$ cat src/rtl/decade_pkg.sv
// Shared types and constants for the two-digit BCD down counter.
package decade_pkg;

    typedef enum logic [1:0] {
        IDLE,
        RUN,
        DONE
    } state_t;

    typedef logic [3:0] bcd_t;

    localparam bcd_t BCD_MAX = 4'd9;

    // Any out-of-range digit is pulled back to the largest legal BCD value.
    function automatic bcd_t clamp_bcd(input logic [3:0] d);
        return (d > BCD_MAX) ? BCD_MAX : d;
    endfunction

endpackage

$ cat src/rtl/bcd_digit_down.sv
// One BCD digit that counts down, wrapping 0 -> 9 with a borrow to the next digit.
module bcd_digit_down
    import decade_pkg::*;
(
    input  logic cp,
    input  logic reset,
    input  logic load,
    input  bcd_t value,
    input  logic dec,
    output bcd_t digit,
    output logic borrow
);

    assign borrow = dec && (digit == 4'd0);

    // Load wins over a decrement so the parent can override a terminal tick.
    always_ff @(posedge cp) begin
        if (reset) begin
            digit <= 4'd0;
        end else if (load) begin
            digit <= value;
        end else if (dec) begin
            digit <= (digit == 4'd0) ? BCD_MAX : digit - 4'd1;
        end
    end

endmodule

$ cat src/rtl/decade_down_counter.sv
// Two-digit BCD down counter with IDLE/RUN/DONE control and a one-cycle terminal pulse.
// Define DECADE_DOWN_AUTO_RELOAD_EN to reload and keep running at terminal count.
module decade_down_counter
    import decade_pkg::*;
(
    input  logic       cp,
    input  logic       reset,
    input  logic       load,
    input  logic [3:0] din_tens,
    input  logic [3:0] din_ones,
    input  logic       start,
    input  logic       x,
    output logic       q,
    output logic [3:0] tens,
    output logic [3:0] ones,
    output logic       busy,
    output logic       done
);

    state_t state;
    state_t state_next;
    bcd_t   reload_tens;
    bcd_t   reload_ones;
    logic   q_next;
    logic   dig_load;
    bcd_t   val_tens;
    bcd_t   val_ones;
    logic   dec;
    logic   ones_borrow;
    logic   tens_borrow;

    assign dec = (state == RUN) && x && !load;

    // Tens borrowing means the count was already 00 when the tick arrived.
    always_comb begin
        state_next = state;
        q_next     = 1'b0;
        dig_load   = 1'b0;
        val_tens   = reload_tens;
        val_ones   = reload_ones;
        if (load) begin
            dig_load   = 1'b1;
            val_tens   = clamp_bcd(din_tens);
            val_ones   = clamp_bcd(din_ones);
            state_next = IDLE;
        end else begin
            case (state)
                IDLE: begin
                    if (start) begin
                        state_next = RUN;
                    end
                end
                RUN: begin
                    if (tens_borrow) begin
                        q_next   = 1'b1;
                        dig_load = 1'b1;
`ifdef DECADE_DOWN_AUTO_RELOAD_EN
                        state_next = RUN;
`else
                        val_tens   = 4'd0;
                        val_ones   = 4'd0;
                        state_next = DONE;
`endif
                    end
                end
                DONE: begin
                    if (start) begin
                        dig_load   = 1'b1;
                        state_next = RUN;
                    end
                end
                default: begin
                    state_next = IDLE;
                end
            endcase
        end
    end

    always_ff @(posedge cp) begin
        if (reset) begin
            state       <= IDLE;
            reload_tens <= 4'd0;
            reload_ones <= 4'd0;
            q           <= 1'b0;
            busy        <= 1'b0;
            done        <= 1'b0;
        end else begin
            state <= state_next;
            q     <= q_next;
            busy  <= (state_next == RUN);
            done  <= (state_next == DONE);
            if (load) begin
                reload_tens <= clamp_bcd(din_tens);
                reload_ones <= clamp_bcd(din_ones);
            end
        end
    end

    bcd_digit_down u_ones (
        .cp     (cp),
        .reset  (reset),
        .load   (dig_load),
        .value  (val_ones),
        .dec    (dec),
        .digit  (ones),
        .borrow (ones_borrow)
    );

    bcd_digit_down u_tens (
        .cp     (cp),
        .reset  (reset),
        .load   (dig_load),
        .value  (val_tens),
        .dec    (ones_borrow),
        .digit  (tens),
        .borrow (tens_borrow)
    );

endmodule

$ cat config.mk
export PLATFORM = sky130hd
export DESIGN_NAME = decade_down_counter
export DESIGN_NICKNAME = d
export VERILOG_FILES = /design/src/rtl/decade_pkg.sv /design/src/rtl/bcd_digit_down.sv /design/src/rtl/decade_down_counter.sv
export SDC_FILE = /design/constraint.sdc
export NUM_CORES = 1
export LEC_CHECK = 0
export CAP_MARGIN = 40
export CORE_MARGIN = 3
export CORE_UTILIZATION = 45
export DETAILED_ROUTE_END_ITERATION = 8
export PLACE_DENSITY = 0.72
export SETUP_SLACK_MARGIN = 0.2
export SLEW_MARGIN = 20
export SYNTH_ARGS = -nofsm -noshare
export SYNTH_HDL_FRONTEND = slang
export SYNTH_HIERARCHICAL = 1
export SYNTH_SLANG_ARGS = --single-unit
$ cat constraint.sdc
create_clock -name cp -period 4 [get_ports cp]
set_input_delay 1.2 -clock cp [delete_from_list [all_inputs] [get_ports cp]]
set_output_delay 1.2 -clock cp [all_outputs]
set_load 0.1 [all_outputs]
==> results of run 1 <==
[layout make-up]
cell class | count | area (µm²) | area share (%)
clock buffer | 4 | 26.3 | 1.72
sequential | 21 | 420 | 27.5
tap | 28 | 35.0 | 2.29
timing repair buffer | 33 | 352 | 23.0
multi-input combinational | 100 | 673 | 44.0
inverter | 6 | 22.5 | 1.47
[where the power goes]
group | internal (mW) | switching (mW) | leakage (nW)
sequential | 0.220 | 0.0117 | 0.173
combinational | 0.0491 | 0.0789 | 0.419
clock | 0.0389 | 0.0635 | 0.0150
[metrics by stage]
stage	setup slack, ns	area [µm²]
after floorplan	0.506	1140
after global placement	0.128	1380
after detailed placement	0.0188	1490
after CTS	0.329	1510
after global routing	0.227	1530
final	0.469	1530
[routing by layer]
metal / wire [µm] / GRT usage (%) / share of wire (%)
met1: 1210 / 23.9 / 48
met2: 1160 / 27.4 / 46
met3: 146 / 5.06 / 5.8
met4: 14 / 3.73 / 0.55
met5: 0 / 0 / 0
[registers in the layout, summed over array words and instances, names as in the netlist]
name          cells
q                 1
u_tens/digit      4
reload_tens       4
busy              1
state             2
done              1
u_ones/digit      4
reload_ones       4
[what timing repair did]
item,4_1_cts,5_1_grt
buffers inserted,0,0
gates resized for setup,0,2
endpoints found under the setup margin,0,8
[kinds of logic after synthesis]
family / count (synthesis)
simple gates: 58
buf+inv: 9
fa+ha+maj: 4
flops: 21
compound gates: 32
xor+xnor: 4
mux: 2
[layout by cell type, fill, tap and decap left out, types with 2 or more instances in the layout]
cell type / synthesis / layout
inv_1: 6 / 6
a211oi_2: 3 / 3
buf_8: 0 / 7
or3_1: 2 / 2
o21a_1: 2 / 2
mux2i_1: 2 / 2
a22o_1: 2 / 2
dfxtp_1: 21 / 21
buf_4: 0 / 6
a21oi_1: 8 / 8
nand2_1: 24 / 24
o21ai_0: 7 / 7
xor2_1: 2 / 2
a221oi_2: 2 / 2
clkbuf_4: 0 / 3
xnor2_1: 2 / 2
clkdlybuf4s50_1: 0 / 19
a311oi_1: 2 / 2
nor4b_4: 2 / 2
nor2b_1: 5 / 4
ha_1: 4 / 4
nand2b_1: 6 / 6
nor2_1: 13 / 13
[worst max-delay path, cell delays in order]
cell	delay, ns
clkdlybuf4s50_1	0.43
and3b_1	0.29
nor4b_4	0.29
nor2b_2	0.25
nor4b_4	0.28
nor2b_1	0.21
nand2_1	0.11
nand2_1	0.08
a21o_2	0.22
inv_1	0.13
a311oi_1	0.25
[final timing paths]
| check | start | end | depth (start not counted) |
|---|---|---|---|
| worst max-delay path | load | u_ones/digit[2] | 11 |
| worst min-delay path | reload_ones[1] | reload_ones[1] | 2 |
| worst max register to register | state[0] | u_ones/digit[2] | 11 |
| worst min register to register | reload_ones[1] | reload_ones[1] | 2 |
==> flow_summary_export.csv, run 1 <==
group,metric,value,unit
status,status,"finished clean",
worst_setup_path,r2r_setup_slack,1.07,ns
yosys,synth_area,1140,µm²
floorplanning,die_w,56.3,µm
yosys,yosys.area_share.simple,28.8,%
yosys,synth_top_area_share,36.9,%
placement,dp_hpwl,1930,µm
sta,slew_violations,0,
sta,whs,0.480,ns
sta,final.period_utilization,88.3,%
route,num_vias,1017,
layout,stdcell_count,192,
placement,dp.cells,187,
layout,layout-drive-gt1-share,17.7,%
route,wl,2530,µm
sta,worst_clock_skew,0.0104,ns
yosys,synth_most_common_cell,"nand2_1",
clock_tree,clkTransAtPathRegs,0.12,ns
floorplanning,initial_core_util,49.6,%
yosys,yosysWarnings,6,
power,p_total,462,µW
layout,n_antenna_cell,0,
yosys,synthMuxAreaShare,1.76,%
layout,syn_to_final_growth,34.1,%
route,drc,0,
yosys,synth_compound_area_share,20.7,%
yosys,syn-num-nets,147,
yosys,ys.flop_type,"dfxtp_1",
route,wl_per_cell,13.2,µm
worst_setup_path,end_kind,"register",
layout,nets,182,
sta,worst_slew_pin_slew,0.302,ns
sta,setup_viol,0,
yosys,synth_top_area_cell,"dfxtp_1",
sta,rsz0062_at_grt,"false",
layout,fillers,219,
placement,globalplace.congestion,0.747,
sta,hold_violations,0,
global_route,antenna_found_initial,0,
global_route,grt_max_degree,23,
yosys,synthAdderAreaFrac,4.39,%
yosys,ys_seq_area_share,36.9,%
worst_setup_path,cp_max_fo,8,
yosys,synth_top_family_by_area,"simple AND/OR/NAND/NOR gates",
sta,period_minus_slack,3.53,ns
worst_setup_path,crit_type,"in -> reg",
global_route,grt_pass1_wl,4470,µm
worst_setup_path,worstPathRequired,4.22,ns
floorplanning,coreArea,2300,µm²
global_route,grtUsageTotal,17.5,%
clock_tree,cts_inserted_buffers,3,
worst_setup_path,crit_arrival,3.75,ns
yosys,syn_inst,130,
power,ir_drop,0.000220,V
floorplanning,die_y,56.3,µm
global_route,first_global_vias,979,
yosys,synth_xor_area_share,3.07,%
yosys,ys_ff_latch,21,
run,drv_cap,0,
clock_tree,cts_sinks,21,
route,first_pass_iters,4,
global_route,grt_overflow,0,
worst_setup_path,start_kind,"primary input",
power,p_leak,0.606,nW
route,routed_via_density,5.30,
floorplanning,io_pins,24,
sta,slew_headroom,79.9,%
clock_tree,cts.htree.levels,1,
yosys,avgSynthCellArea,8.77,µm²
yosys,yosys-top-cells-count,"nand2_1 (24), dfxtp_1 (21), nor2_1 (13), a21oi_1 (8), o21ai_0 (7)",
sta,tns,0,ns
clock_tree,cts_hold_buf,0,
floorplanning,fp.dieArea,3170,µm²
floorplanning,rows,17,
sta,max_freq,0.283,GHz
yosys,synthArstFlopShare,0,%
route,drtIter0Drc,18,
clock_tree,clkLatencyLatePin,0.31,ns
yosys,netlist-cell-type-count,33,
clock_tree,clockBufferDepth,2,
yosys,synthTopCellsByArea,"dfxtp_1 (37%), nand2_1 (7.9%), ha_1 (4.4%)",
placement,io_buffers,23,
route,antenna_left,0,
clock_tree,cts-root-buf,"clkbuf_4",
clock_tree,cts_tree,"done",
layout,fin_util,66.6,%
yosys,synth-edff-count,0,
power,pwr_density_cell,302,nW/µm²
hold_path,hp-class,"reg -> reg",
Note: power is estimated with default switching activity, not from simulation.
==> run 2: changes to the inputs <==
Clock period 4 ns to 4.2 ns, I/O delays scaled along.
==> flow_summary_export.csv, run 2 (synthesis results as in run 1) <==
group,metric,value,unit
hold_path,hp-class,"reg -> reg",
sta,worst_clock_skew,0.00198,ns
route,routed_via_density,5.38,
layout,fin_util,69.7,%
clock_tree,clkLatencyLatePin,0.30,ns
sta,hold_violations,0,
sta,max_freq,0.263,GHz
layout,final_common_cell,"nand2_1",
clock_tree,cts_hold_buf,0,
sta,tns,0,ns
power,pwr_density_cell,281,nW/µm²
placement,dp_hpwl,2060,µm
status,status,"finished clean",
floorplanning,die_y,56.3,µm
sta,rsz0062_at_grt,"false",
run,drv_cap,0,
global_route,grt_pass1_wl,4550,µm
route,first_pass_iters,4,
placement,dp.cells,191,
global_route,grtUsageTotal,18.0,%
floorplanning,fp.dieArea,3170,µm²
floorplanning,io_pins,24,
clock_tree,cts_tree,"done",
route,num_vias,1054,
sta,whs,0.483,ns
worst_setup_path,crit_type,"in -> reg",
sta,slew_headroom,79.5,%
sta,period_minus_slack,3.80,ns
layout,n_antenna_cell,0,
power,p_leak,0.634,nW
sta,setup_viol,0,
worst_setup_path,end_kind,"register",
layout,stdcell_count,196,
worst_setup_path,start_kind,"primary input",
floorplanning,coreArea,2300,µm²
placement,io_buffers,23,
route,drtIter0Drc,33,
layout,nets,186,
global_route,grt_overflow,0,
route,wl,2710,µm
clock_tree,cts-root-buf,"clkbuf_4",
sta,slew_violations,0,
global_route,antenna_found_initial,0,
clock_tree,cts_sinks,21,
clock_tree,clkTransAtPathRegs,0.12,ns
floorplanning,rows,17,
placement,globalplace.congestion,0.752,
worst_setup_path,reg2reg_depth,11,
global_route,grt_max_degree,23,
clock_tree,clockBufferDepth,2,
layout,final_cell_mix,"nand2_1 (24), clkdlybuf4s50_1 (23), dfxtp_1 (21)",
power,p_total,449,µW
route,drc,0,
route,wl_per_cell,13.8,µm
worst_setup_path,worstPathRequired,4.39,ns
route,antenna_left,0,
floorplanning,initial_core_util,49.6,%
layout,final_area,1600,µm²
hold_path,hold_depth,2,
placement,dpl_cell_area,1560,µm²
global_route,first_global_vias,1024,
layout,layout-drive-gt1-share,16.7,%
sta,worst_slew_pin_slew,0.305,ns
clock_tree,cts_inserted_buffers,3,
layout,syn_to_final_growth,40.4,%
power,ir_drop,0.000187,V
clock_tree,postCtsSetupBuffers,0,
sta,final.period_utilization,90.4,%
worst_setup_path,crit_arrival,3.99,ns
clock_tree,cts.htree.levels,1,
floorplanning,die_w,56.3,µm
clock_tree,cts_resized,0,
placement,dp_slack,0.107,ns
sta,finalWorstSetupSlack,0.402,ns
worst_setup_path,cp_max_fo,8,
## run 2: worst paths after layout
| path | startpoint | endpoint | slack [ns] |
|---|---|---|---|
| max | x | u_tens/digit[2] | 0.40 |
| min | reload_ones[2] | reload_ones[2] | 0.48 |
| max reg2reg | state[0] | u_tens/digit[2] | 1.07 |
| min reg2reg | reload_ones[2] | reload_ones[2] | 0.48 |
## run 2: per-layer routing
metal	global-route usage, %	part of all wire [%]	routed length, µm	vias up
met4	8.14	2.9	79	0
met2	29.4	48	1310	38
li1	-	-	-	528
met5	0	0	0	-
met1	23.2	42	1150	478
met3	2.99	6.4	174	10
## run 2: layout make-up
type | instances | area (µm²)
flip-flops and latches | 21 | 420
clock inverters | 1 | 5.00
inverters | 6 | 22.5
repair buffers | 37 | 425
clock buffers | 3 | 22.5
multi-input cells | 100 | 669
fillers | 190 | 697
well taps | 28 | 35.0
## run 2: critical path, cell delays in order
cell and delay (ns):
clkdlybuf4s50_1 0.48, and3b_1 0.23, nor4b_4 0.27, nor2b_1 0.31
nor4b_4 0.31, nor2b_1 0.20, nand2_1 0.10, nand2_1 0.07
a21o_1 0.28, inv_1 0.17, a311oi_1 0.32
## run 2: power by group
part           internal [mW]  total, mW  switching, mW
logic                 0.0544      0.132         0.0779
registers              0.209      0.220         0.0111
clock network         0.0354     0.0967         0.0613
total                  0.299      0.449          0.150
